File: src/rtl/uart_tx_fifo.sv
// Purpose: parametrised UART transmitter (5..9 data bits, none/odd/even parity, 1 or 2 stop bits) fed by an internal FIFO.
// Latency: a word pushed into an empty FIFO while idle is popped on the next edge; tx falls right after that pop edge.
// Backpressure: tx_ready is low while the FIFO is full or rst is high; the producer holds tx_valid/tx_data until accepted.
module uart_tx_fifo #(
    parameter int CLK_FREQ   = 10000000,
    parameter int BAUDRATE   = 115200,
    parameter int DATA_BITS  = 8,
    parameter int PARITY     = 0,
    parameter int STOP_BITS  = 1,
    parameter int FIFO_DEPTH = 4
) (
    input  logic                          clk,
    input  logic                          rst,
    input  logic [DATA_BITS-1:0]          tx_data,
    input  logic                          tx_valid,
    output logic                          tx_ready,
    output logic                          tx,
    output logic                          busy,
    output logic [$clog2(FIFO_DEPTH):0]   fifo_count
);

    // Bit timing: every bit period is CLKS_PER_BIT cycles; the stop period
    // is the longest interval the baud counter has to measure.
    localparam int CLKS_PER_BIT = CLK_FREQ / BAUDRATE;
    localparam int STOP_CLKS    = STOP_BITS * CLKS_PER_BIT;
    localparam int BW           = $clog2(STOP_CLKS);
    localparam int AW           = $clog2(FIFO_DEPTH);
    localparam int CW           = AW + 1;
    localparam int NW           = $clog2(DATA_BITS);

    localparam logic [BW-1:0] BIT_LAST   = BW'(CLKS_PER_BIT - 1);
    localparam logic [BW-1:0] STOP_LAST  = BW'(STOP_CLKS - 1);
    localparam logic [NW-1:0] DATA_LAST  = NW'(DATA_BITS - 1);
    localparam logic [CW-1:0] DEPTH_C    = CW'(FIFO_DEPTH);
    localparam logic          HAS_PARITY = (PARITY != 0);
    localparam logic          ODD_PARITY = (PARITY == 1);

    typedef enum logic [2:0] {
        S_IDLE,
        S_START,
        S_DATA,
        S_PARITY,
        S_STOP
    } state_t;

    // ------------------------------------------------------------------
    // Input FIFO: circular buffer, pointers wrap naturally (power-of-two
    // depth). The count is the only flow-control state seen by the FSM
    // and by tx_ready.
    // ------------------------------------------------------------------
    logic [DATA_BITS-1:0] mem [FIFO_DEPTH];
    logic [AW-1:0]        wr_ptr;
    logic [AW-1:0]        rd_ptr;
    logic [CW-1:0]        count;
    logic [DATA_BITS-1:0] head;
    logic                 push;
    logic                 pop;

    // ------------------------------------------------------------------
    // Transmit FSM state
    // ------------------------------------------------------------------
    state_t               state;
    logic [DATA_BITS-1:0] shreg;
    logic [NW-1:0]        bit_cnt;
    logic [BW-1:0]        baud_cnt;
    logic                 par_bit;
    logic                 tx_q;
    logic                 bit_end;
    logic                 stop_end;

    assign head     = mem[rd_ptr];
    assign bit_end  = (baud_cnt == BIT_LAST);
    assign stop_end = (baud_cnt == STOP_LAST);

    // Ready comes from the registered count only, so a pop on this edge
    // cannot make room for a push on the same edge.
    assign tx_ready = !rst && (count < DEPTH_C);
    assign push     = tx_valid && tx_ready;

    // The FSM takes the head word either from idle or at the very end of a
    // stop period, which gives back-to-back frames with no idle gap.
    assign pop = (count != '0) &&
                 ((state == S_IDLE) || ((state == S_STOP) && stop_end));

    assign tx         = tx_q;
    assign fifo_count = count;
    assign busy       = (state != S_IDLE) || (count != '0);

    // FIFO storage write; contents need no reset since pointers define validity
    always_ff @(posedge clk) begin
        if (push) begin
            mem[wr_ptr] <= tx_data;
        end
    end

    // FIFO pointers and occupancy count; reset flushes the queue
    always_ff @(posedge clk) begin
        if (rst) begin
            wr_ptr <= '0;
            rd_ptr <= '0;
            count  <= '0;
        end else begin
            if (push) begin
                wr_ptr <= wr_ptr + AW'(1);
            end
            if (pop) begin
                rd_ptr <= rd_ptr + AW'(1);
            end
            case ({push, pop})
                2'b10:   count <= count + CW'(1);
                2'b01:   count <= count - CW'(1);
                default: count <= count;
            endcase
        end
    end

    // Frame sequencer: drives the registered line value one bit period at a time
    always_ff @(posedge clk) begin
        if (rst) begin
            state    <= S_IDLE;
            shreg    <= '0;
            bit_cnt  <= '0;
            baud_cnt <= '0;
            par_bit  <= 1'b0;
            tx_q     <= 1'b1;
        end else begin
            case (state)
                S_IDLE: begin
                    tx_q <= 1'b1;
                    if (pop) begin
                        shreg    <= head;
                        par_bit  <= (^head) ^ ODD_PARITY;
                        bit_cnt  <= '0;
                        baud_cnt <= '0;
                        tx_q     <= 1'b0;
                        state    <= S_START;
                    end
                end

                S_START: begin
                    if (bit_end) begin
                        baud_cnt <= '0;
                        tx_q     <= shreg[0];
                        state    <= S_DATA;
                    end else begin
                        baud_cnt <= baud_cnt + BW'(1);
                    end
                end

                S_DATA: begin
                    if (bit_end) begin
                        baud_cnt <= '0;
                        if (bit_cnt == DATA_LAST) begin
                            bit_cnt <= '0;
                            if (HAS_PARITY) begin
                                tx_q  <= par_bit;
                                state <= S_PARITY;
                            end else begin
                                tx_q  <= 1'b1;
                                state <= S_STOP;
                            end
                        end else begin
                            // Next bit is the one just above the current LSB.
                            bit_cnt <= bit_cnt + NW'(1);
                            shreg   <= shreg >> 1;
                            tx_q    <= shreg[1];
                        end
                    end else begin
                        baud_cnt <= baud_cnt + BW'(1);
                    end
                end

                S_PARITY: begin
                    if (bit_end) begin
                        baud_cnt <= '0;
                        tx_q     <= 1'b1;
                        state    <= S_STOP;
                    end else begin
                        baud_cnt <= baud_cnt + BW'(1);
                    end
                end

                S_STOP: begin
                    if (stop_end) begin
                        baud_cnt <= '0;
                        if (pop) begin
                            shreg   <= head;
                            par_bit <= (^head) ^ ODD_PARITY;
                            bit_cnt <= '0;
                            tx_q    <= 1'b0;
                            state   <= S_START;
                        end else begin
                            tx_q  <= 1'b1;
                            state <= S_IDLE;
                        end
                    end else begin
                        baud_cnt <= baud_cnt + BW'(1);
                    end
                end

                default: begin
                    baud_cnt <= '0;
                    bit_cnt  <= '0;
                    tx_q     <= 1'b1;
                    state    <= S_IDLE;
                end
            endcase
        end
    end

endmodule

File: config.mk
export PLATFORM = sky130hd
export DESIGN_NAME = uart_tx_fifo
export DESIGN_NICKNAME = d
export VERILOG_FILES = /design/src/rtl/uart_tx_fifo.sv
export SDC_FILE = /design/constraint.sdc
export NUM_CORES = 1
export LEC_CHECK = 0
export ABC_AREA = 1
export BUFFER_PORTS_ARGS = -buffer_cell sky130_fd_sc_hd__buf_4
export CAP_MARGIN = 0
export CORE_MARGIN = 4
export CORE_UTILIZATION = 35
export DETAILED_ROUTE_END_ITERATION = 12
export SETUP_SLACK_MARGIN = 0.02
export SYNTH_ARGS = -nofsm -noshare
export SYNTH_HDL_FRONTEND = slang
export SYNTH_SLANG_ARGS = --single-unit
File: constraint.sdc
create_clock -name clk -period 1.76 [get_ports clk]
set_input_delay 0.264 -clock clk [delete_from_list [all_inputs] [get_ports clk]]
set_output_delay 0.264 -clock clk [all_outputs]
set_load 0.02 [all_outputs]
Yosys cells after proc, flatten, opt, wreduce, memory -nomap -nowiden
Memory sizes are Yosys's and may differ from the RTL's. A register that Yosys moved wholly into a read port is not among the register bits. Index checks and enable logic that the tools add are counted.

Memories: 1. Bits in writable memories: 32. Logic and storage cells: 83. Memory bits (read-only): 0. Bits of input ports: 11. Bits in latches: 0. Bits in registers: 29. Output and inout port bits: 6.

Memories: mem (words 4, width 8, read ports 1, clocked after memory_dff 1, write ports 1, RTL line 51) `logic [DATA_BITS-1:0] mem [FIFO_DEPTH];`.

Divide/modulo/power cells: 0. Bitwise gates (word level): 1. Reductions and logical operators: 18. Equality and inequality tests: 15. Multiply operators: 0. $lt $le $gt $ge: 1. Shift operators: 0. Multiplexer cells: 33. Add/subtract/negate cells: 6.

Operator list (number): 2-to-1 mux 8 bit (4); 2-to-1 mux 3 bit (10); case mux 8 bit (3 select lines) (1); case mux 3 bit (5 select lines) (1); 2-to-1 mux 7 bit (2); inequality test 2 bit, second input constant (7); case mux 7 bit (2 select lines) (1); case mux 3 bit (4 select lines) (1); 2-to-1 mux 1 bit (9); nonzero test 3 bit (3); AND reduction 4 bit (2); adder 7 x 1 -> 7 bit, second input constant (1); equality test 7 bit, second input constant (1); adder 3 x 1 -> 3 bit, second input constant (2); equality test 3 x 2 -> 1 bit, second input constant (2); equality test 3 bit, second input constant (2); case mux 3 bit (2 select lines) (1); AND reduction 6 bit (1); case mux 1 bit (5 select lines) (1); adder 2 x 1 -> 2 bit, second input constant (2); logical AND 1 bit (4); 2-to-1 mux 2 bit (2); OR reduction 4 bit (1); equality test 3 x 1 -> 1 bit, second input constant (1); 11 further kinds (12).

Logic depth before layout (Yosys ltp)
Gate-level depths: netlist (run 1).

Depth in word-level cells: 7. Gate-level depth with buffers: 13. Gate-level depth less buffers: 13.

Worst setup path after synthesis (run 1)
Ideal clock, no wire load.

Path kind: register -> register. From: reg count[2], in the netlist fifo_count[2]. To: mem mem[0][0] (enable). Clock period less this slack: 1.792 ns. Buffers on the path: 1. Slack: -0.032 ns. Arrival time: 1.421 ns. Required time: 1.389 ns. Setup time: 0.371 ns. Stages on the path, launching flop included: 5. Cell sequence: dfxtp_1 -> nor2_1 -> nand2_1 -> buf_2 -> nor2_1.

Cells in the longest elaborated chain, start to end: 5.

RTL lines: start, declared (RTL line 54) `logic [CW-1:0] count;`; start signal, assigned (RTL line 110) `2'b10: count <= count + CW'(1);`; start signal, assigned (RTL line 111) `2'b01: count <= count - CW'(1);`; start signal, assigned (RTL line 112) `default: count <= count;`; less-than comparator 3 bit (RTL line 77) `assign tx_ready = !rst && (count < DEPTH_C);`; logical AND 1 bit (RTL line 77); named net tx_ready (RTL line 16) `output logic tx_ready,`; logical AND 1 bit (RTL line 78) `assign push = tx_valid && tx_ready;`; 2-to-1 mux 1 bit (RTL line 91) `if (push) begin`; 2-to-1 mux 1 bit (not written as such) (RTL line 92) `mem[wr_ptr] <= tx_data;`; end, declared (RTL line 51).

The timed path passes the listed nets, and every way through them passes these cells.

Worst setup path after layout (run 1)
From: reg count[0], in the netlist fifo_count[0]. To: out busy.

Cells in the longest elaborated chain, start to end: 2.

RTL lines: nonzero test 3 bit (RTL line 87) `assign busy = (state != S_IDLE) || (count != '0);`; logical OR 1 bit (RTL line 87); end, declared (RTL line 18) `output logic busy,`.

No other way between the ends.

==> results of run 1 <==
-- through the flow --
stage | setup WS, ns | TNS, ns | hold slack (ns) | utilization | total power, µW
after floorplan | -0.0320 | -1.02 | 0.333 | - | 3480
after global placement | 0.0782 | 0 | 0.448 | 0.401 | 4030
after detailed placement | 0.0453 | 0 | 0.454 | 0.401 | 4060
after CTS | 0.0346 | 0 | 0.0958 | 0.429 | 5520
after global routing | 0.00717 | 0 | 0.0944 | 0.431 | 5920
final | 0.0915 | 0 | 0.109 | 0.431 | 5480
-- cells in the mapped netlist --
cell	n	area [µm²]
nand2_1	79	297
nand3_1	43	215
edfxtp_1	32	961
dfxtp_1	31	621
nor2_1	25	93.8
a21oi_1	22	110
inv_1	21	78.8
inv_2	9	33.8
ha_1	8	100
nor2_2	7	43.8
o21ai_1	5	25.0
buf_2	4	20.0
nand2_2	4	25.0
nand2_4	4	45.0
nor3_2	4	40.0
o21ai_0	4	20.0
clkbuf_1	2	7.51
nand4_1	2	12.5
o21a_1	2	15.0
o21bai_1	2	15.0
a21oi_4	1	16.3
and3_1	1	6.26
buf_6	1	11.3
clkinv_1	1	3.75
clkinv_2	1	5.00
fa_1	1	20.0
nand3_2	1	10.0
nand3_4	1	17.5
nor2_4	1	11.3
nor3_1	1	5.00
o211ai_1	1	7.51
o21ai_4	1	16.3
or2_2	1	6.26
xor2_1	1	8.76
-- logic make-up (layout without fill, tap and decap cells) --
logic type / after synthesis / in the layout / share of synthesized area
AOI/OAI and AO/OA: 38 / 38 / 0.0770
xor gates and xnor gates: 1 / 1 / 0.00300
adders and majority gates: 9 / 9 / 0.0411
buffers and inverters: 39 / 82 / 0.0548
DFF: 63 / 63 / 0.541
and+or+nand+nor: 174 / 174 / 0.283
-- worst max-delay path, cell delays in order, from the launching register on --
cell     delay (ns)
dfxtp_1        0.36
nor3_2         0.30
nand3_4        0.19
buf_4          0.21
-- where the power goes --
group          leakage (µW)  internal [µW]  switching, µW
registers          0.000545           1790            161
clock network      0.000111            814            619
logic              0.000769            771           1330
total               0.00143           3370           2110
-- final cells by class --
type / instances / share of cell area
clock buffers: 9 / 0.0351
clock inverters: 7 / 0.0291
repair buffers: 34 / 0.0724
multi-input cells: 222 / 0.342
well taps: 105 / 0.0372
inverters: 32 / 0.0344
flip-flops and latches: 63 / 0.449
-- worst max path at each step --
stage                                     startpoint                         end  slack (ns)  cells after the start
after global routing        baud_cnt[1]$_SDFFE_PP0N_  fifo_count[2]$_SDFFE_PP0P_       0.007                     12
after detailed placement    baud_cnt[1]$_SDFFE_PP0N_  fifo_count[2]$_SDFFE_PP0P_        0.05                     12
after global placement      baud_cnt[1]$_SDFFE_PP0N_  fifo_count[2]$_SDFFE_PP0P_        0.08                     12
final                     fifo_count[0]$_SDFFE_PP0P_                        busy        0.09                      3
after floorplan           fifo_count[2]$_SDFFE_PP0P_         mem[0][0]$_DFFE_PP_       -0.03                      4
after CTS                   baud_cnt[1]$_SDFFE_PP0N_  fifo_count[2]$_SDFFE_PP0P_        0.03                     12
-- layer usage --
layer	track usage	vias to the layer above	part of all wire	wire length [µm]
li1	-	1162	-	-
met1	0.153	1020	0.45	2600
met2	0.214	23	0.50	2840
met3	0.0379	12	0.029	165
met4	0.0588	0	0.019	111
met5	0	-	0	0
-- registers in the layout (all words and copies together), names as in the netlist, named ones only --
signal and count:
fifo_count 3, tx 1, wr_ptr 2, shreg 8, bit_cnt 3, baud_cnt 7, rd_ptr 2, state 3
mem 32
-- timing repair --
item / in CTS / in global routing
resized for setup: 0 / 7
endpoints found under the setup margin: 0 / 3
buffers inserted: 0 / 0
==> impl_metrics.py, run 1 <==
metrics = {
    "cells_and_area": {
        "instances_no_fill": 472,
        "diodes": 0,
        "final_cell_mix": "nand2_1 (78), nand3_1 (42), buf_4 (34)",
        "layout_commonest_cell": "nand2_1",
        "area_growth_pct": 20.6,
        "seq_area_um2": 1590,
        "nFillCells": 810,
        "nets": 382,
        "layout-drive-gt1-share": 0.253,
        "multiInputGateArea_um2": 1210,
        "final_cell_area_um2": 3530,
    },
    "min_path": {
        "hold_path_depth": 1,
        "whs_endpoint": "mem[3][5]$_DFFE_PP_",
        "hp-class": "in -> reg",
        "hold_start": "tx_data[5]",
    },
    "setup_path": {
        "r2r-end": "fifo_count[2]$_SDFFE_PP0P_",
        "r2r-start": "baud_cnt[1]$_SDFFE_PP0N_",
        "path_class": "reg -> out",
        "crit_fanout": 9,
        "end_kind": "output pin",
        "reg2reg_depth": 12,
        "cp_data_arrival_time_ns": 1.40,
        "crit_required_ns": 1.50,
        "cp-start-kind": "register",
        "rrSetupSlack_ns": 0.12,
    },
    "timing": {
        "slew_headroom": 0.779,
        "worst_pin_slew_ns": 0.332,
        "hold_viol_final": 0,
        "finalCriticalPeriod_ns": 1.67,
        "finalSetupViolCount": 0,
        "grt_setup_unrepaired": "yes",
        "fmaxAchievable_mhz": 599,
        "slew_violations": 0,
        "post-route-period-util": 0.948,
        "skew_ns": 0.0161,
    },
    "clock_network": {
        "cts_tree": "done",
        "clk_latency_ns": 0.35,
        "cts_made_buffers": 9,
        "cts_max_level": 3,
        "clock_path_buffers": 2,
        "cts_sinks": 63,
        "root_buffer": "clkbuf_8",
        "clk_pin_slew_ns": 0.08,
        "postCtsHoldBufs": 0,
    },
    "logic_synthesis": {
        "netlist_area_um2": 2920,
        "synth_cell_type_count": 34,
        "ys_ff_latch": 63,
        "yosys_warnings": 0,
        "avgSynthCellArea_um2": 9.02,
        "syn-instance-count": 324,
        "syn_nets": 344,
        "yosysSeqAreaShare": 0.541,
    },
    "place": {
        "dp.cells": 456,
        "placed_area_um2": 3280,
        "gp_congestion": 0.784,
        "io_buffer_count": 16,
        "dp_hpwl_um": 4070,
    },
    "floorplanning": {
        "dieArea_um2": 9880,
        "core_area_um2": 8180,
        "die_w_um": 99.4,
        "start_util": 0.358,
        "rows": 33,
        "die_y_um": 99.4,
        "boundaryPins": 17,
    },
    "global_route": {
        "grt_usage": 0.129,
        "grt_pass1_wl_um": 10000,
        "antenna_found_initial": 0,
        "overflow": 0,
        "grt_pass1_vias": 2204,
        "grt_max_degree": 17,
    },
    "pwr": {
        "powerDensity_nw_per_um2": 1550,
        "ir_drop_v": 0.000628,
        "p_leak_uw": 0.00143,
    },
    "routing": {
        "viasPerCell": 4.70,
        "drt-pass1-iter-count": 4,
        "vias": 2217,
        "ant_nets": 0,
        "avgRoutedWirePerCell_um": 12.1,
        "initialDrtViolationCount": 108,
        "remaining_drc_errors": 0,
        "finalWirelength_um": 5720,
    },
    "status": {
        "outcome": "finished clean",
    },
    "flow_run": {
        "cap_violations": 0,
    },
}
Note: power is estimated with default switching activity, not from simulation.
==> run 2: changes to the inputs <==
--- a/config.mk
+++ b/config.mk
@@ -5,7 +5,6 @@
 export SDC_FILE = /design/constraint.sdc
 export NUM_CORES = 1
 export LEC_CHECK = 0
-export ABC_AREA = 1
 export BUFFER_PORTS_ARGS = -buffer_cell sky130_fd_sc_hd__buf_4
 export CAP_MARGIN = 0
 export CORE_MARGIN = 4
==> constraint.sdc (replaced) <==
create_clock -name clk -period 1.76 [get_ports clk]
set_input_delay 0 -clock clk [delete_from_list [all_inputs] [get_ports clk]]
set_output_delay 0 -clock clk [all_outputs]
set_load 0.02 [all_outputs]
==> run 2 against run 1 <==
Die area grew 4.4%. Worst hold slack gained 0.018 ns. Clock skew shrank 0.0058 ns. Critical path depth grew 5. Via count shrank 1.3%. Register-to-register slack lost 0.11 ns. Maximum frequency shrank 4.7%. Flip-flop and latch count is the same. Non-clock buffer count grew 30. Final cell count shrank 11%. First-iteration DRC count shrank 44%. Largest power group unchanged.
==> impl_metrics.py, run 2 <==
metrics = {
    "routing": {
        "viasPerCell": 5.19,
        "finalWirelength_um": 6460,
        "initialDrtViolationCount": 61,
        "vias": 2189,
        "avgRoutedWirePerCell_um": 15.3,
        "ant_nets": 0,
        "remaining_drc_errors": 0,
        "drt-pass1-iter-count": 4,
    },
    "pwr": {
        "powerDensity_nw_per_um2": 1530,
        "p_total_uw": 6350,
        "p_sw_frac": 0.350,
        "power_switching_uw": 2220,
        "ir_drop_v": 0.000698,
        "pwr-share-comb": 0.449,
        "p_seq_frac": 0.301,
        "p_leak_uw": 0.00148,
        "p_int_uw": 4130,
        "power_frac_clock": 0.250,
    },
    "logic_synthesis": {
        "yosys.area.top_type_share": 0.314,
        "netlist_area_um2": 3060,
        "syn_nets": 276,
        "synth_cell_type_count": 65,
        "ys_ff_latch": 63,
        "yosysMostFrequentCell": "edfxtp_1",
        "avgSynthCellArea_um2": 12.0,
        "yosys_warnings": 0,
        "yosysSeqAreaShare": 0.516,
        "synth_edf_count": 32,
        "synthFlopType": "edfxtp_1",
        "async_flop_share": 0,
        "synth_commonest_cells": "edfxtp_1 (32), dfxtp_1 (31), nor2_1 (22)",
        "synthTopCellsByArea": "edfxtp_1 (31%), dfxtp_1 (20%), mux4_2 (5.9%)",
        "synth.largest_area_cell": "edfxtp_1",
        "syn-instance-count": 256,
    },
    "timing": {
        "worst_pin_slew_ns": 0.405,
        "finalCriticalPeriod_ns": 1.75,
        "skew_ns": 0.0102,
        "slew_headroom": 0.730,
        "fmaxAchievable_mhz": 571,
        "slew_violations": 0,
        "finalSetupViolCount": 0,
        "grt_setup_unrepaired": "yes",
        "post-route-period-util": 0.994,
        "hold_viol_final": 0,
    },
    "setup_path": {
        "cp_data_arrival_time_ns": 1.99,
        "cp-start-kind": "register",
        "path_class": "reg -> reg",
        "crit_required_ns": 2.00,
        "crit_fanout": 3,
        "end_kind": "register",
    },
    "place": {
        "dp.cells": 392,
        "gp_congestion": 0.787,
        "io_buffer_count": 16,
        "dp_hpwl_um": 4210,
    },
    "cells_and_area": {
        "layout_commonest_cell": "buf_4",
        "diodes": 0,
        "largest_reg_flops": 32,
        "area_growth_pct": 35.6,
        "layout-drive-gt1-share": 0.442,
        "largest-register": "mem",
        "final_cell_mix": "buf_4 (50), edfxtp_1 (32), nor2_1 (20)",
        "top_regs": "mem (32), shreg (8), baud_cnt (7)",
        "final_util": 0.495,
        "instances_no_fill": 422,
        "nets": 332,
        "nFillCells": 739,
    },
    "clock_network": {
        "clk_latency_ns": 0.35,
        "clk_pin_slew_ns": 0.08,
        "root_buffer": "clkbuf_8",
        "cts_sinks": 63,
        "cts_max_level": 3,
        "cts_made_buffers": 9,
        "clock_path_buffers": 2,
        "cts_tree": "done",
    },
    "global_route": {
        "antenna_found_initial": 0,
        "grt_max_degree": 33,
        "overflow": 0,
        "grt_pass1_wl_um": 10800,
        "grt_pass1_vias": 2153,
        "grt_usage": 0.136,
    },
    "floorplanning": {
        "die_w_um": 102,
        "start_util": 0.365,
        "dieArea_um2": 10300,
        "core_area_um2": 8380,
        "boundaryPins": 17,
        "rows": 33,
        "die_y_um": 102,
    },
    "flow_run": {
        "cap_violations": 0,
    },
    "status": {
        "outcome": "finished clean",
    },
    "min_path": {
        "hp-class": "in -> reg",
    },
}
## run 2: cell count changes in the layout (fill, tap and decap cells not counted), moves of 9 or more
cell,change
a21oi_1,-14
buf_4,+16
dfxtp_1,-10
dlygate4sd3_1,+9
nand3_1,-40
nand2_1,-69
a211oi_2,+9
dfxtp_2,+9
inv_2,-9
## run 2: logic make-up (layout without fill, tap and decap cells)
family | after synthesis | after routing | synth area share
xor gates and xnor gates | 7 | 7 | 0.0200
buffers and inverters | 34 | 94 | 0.0527
AOI/OAI and AO/OA | 58 | 58 | 0.152
muxes | 19 | 19 | 0.0984
adders and majority gates | 9 | 9 | 0.0392
and+or+nand+nor | 66 | 67 | 0.121
DFF | 63 | 63 | 0.516
## run 2: final cells by class
| type | instances | area [µm²] | area share |
|---|---|---|---|
| inverters | 14 | 52.6 | 0.0127 |
| clock inverters | 7 | 128 | 0.0307 |
| multi-input cells | 160 | 1560 | 0.376 |
| flip-flops and latches | 63 | 1600 | 0.385 |
| repair buffers | 64 | 557 | 0.134 |
| clock buffers | 9 | 124 | 0.0298 |
| well taps | 105 | 131 | 0.0316 |
## run 2: repair_timing
item | 4_1_cts | 5_1_grt
setup endpoints to repair | 12 | 20
hold buffers | 9 | 0
cloned | 1 | 0
buffers inserted | 0 | 4
gates resized for setup | 15 | 28
hold endpoints to repair | 33 | 0
pin swaps | 5 | 24
## run 2: final timing paths
kind | start | end | slack (ns) | cells past startpoint
max | baud_cnt[1]$_SDFFE_PP0N_ | fifo_count[1]$_SDFFE_PP0P_ | 0.01 | 8
min | rst | wr_ptr[1]$_SDFFE_PP0P_ | 0.13 | 5
max reg2reg | baud_cnt[1]$_SDFFE_PP0N_ | fifo_count[1]$_SDFFE_PP0P_ | 0.01 | 8
min reg2reg | shreg[4]$_SDFFE_PP0P_ | shreg[4]$_SDFFE_PP0P_ | 0.48 | 2
## run 2: power by group through the flow
| stage | registers, µW | clock network [µW] | logic (µW) |
|---|---|---|---|
| finish | 1910 | 1590 | 2850 |
| global route | 1940 | 1700 | 3110 |
| CTS | 1910 | 1640 | 2570 |
| detailed placement | 1940 | 0 | 2380 |
| global placement | 1930 | 0 | 2380 |
| floorplan | 1950 | 0 | 1670 |
## run 2: through the flow
| step | setup slack [ns] | hold WS, ns | area, µm² | TNS, ns |
|---|---|---|---|---|
| global route | -0.0682 | 0.145 | 4150 | -0.354 |
| floorplan | -0.00902 | 0.0989 | 3130 | -0.00902 |
| CTS | 0.00173 | 0.108 | 3980 | 0 |
| global placement | 0.00528 | 0.200 | 3580 | 0 |
| finish | 0.0101 | 0.127 | 4150 | 0 |
| detailed placement | -0.0977 | 0.206 | 3580 | -0.455 |
## run 2: metal layers
metal  part of all wire  vias to the layer above  track usage
met5                  0                        -            0
met4              0.015                        0       0.0613
met3              0.031                        7       0.0358
met2               0.49                       28        0.219
met1               0.46                     1078        0.172
li1                   -                     1076            -
## run 2: critical path, cell delays in order, from the launching register on
cell,delay [ns]
dfxtp_2,0.33
inv_2,0.06
ha_4,0.15
nand2_4,0.06
o21ai_4,0.16
nand3_2,0.08
fa_1,0.48
nor2_1,0.04
mux2_4,0.28
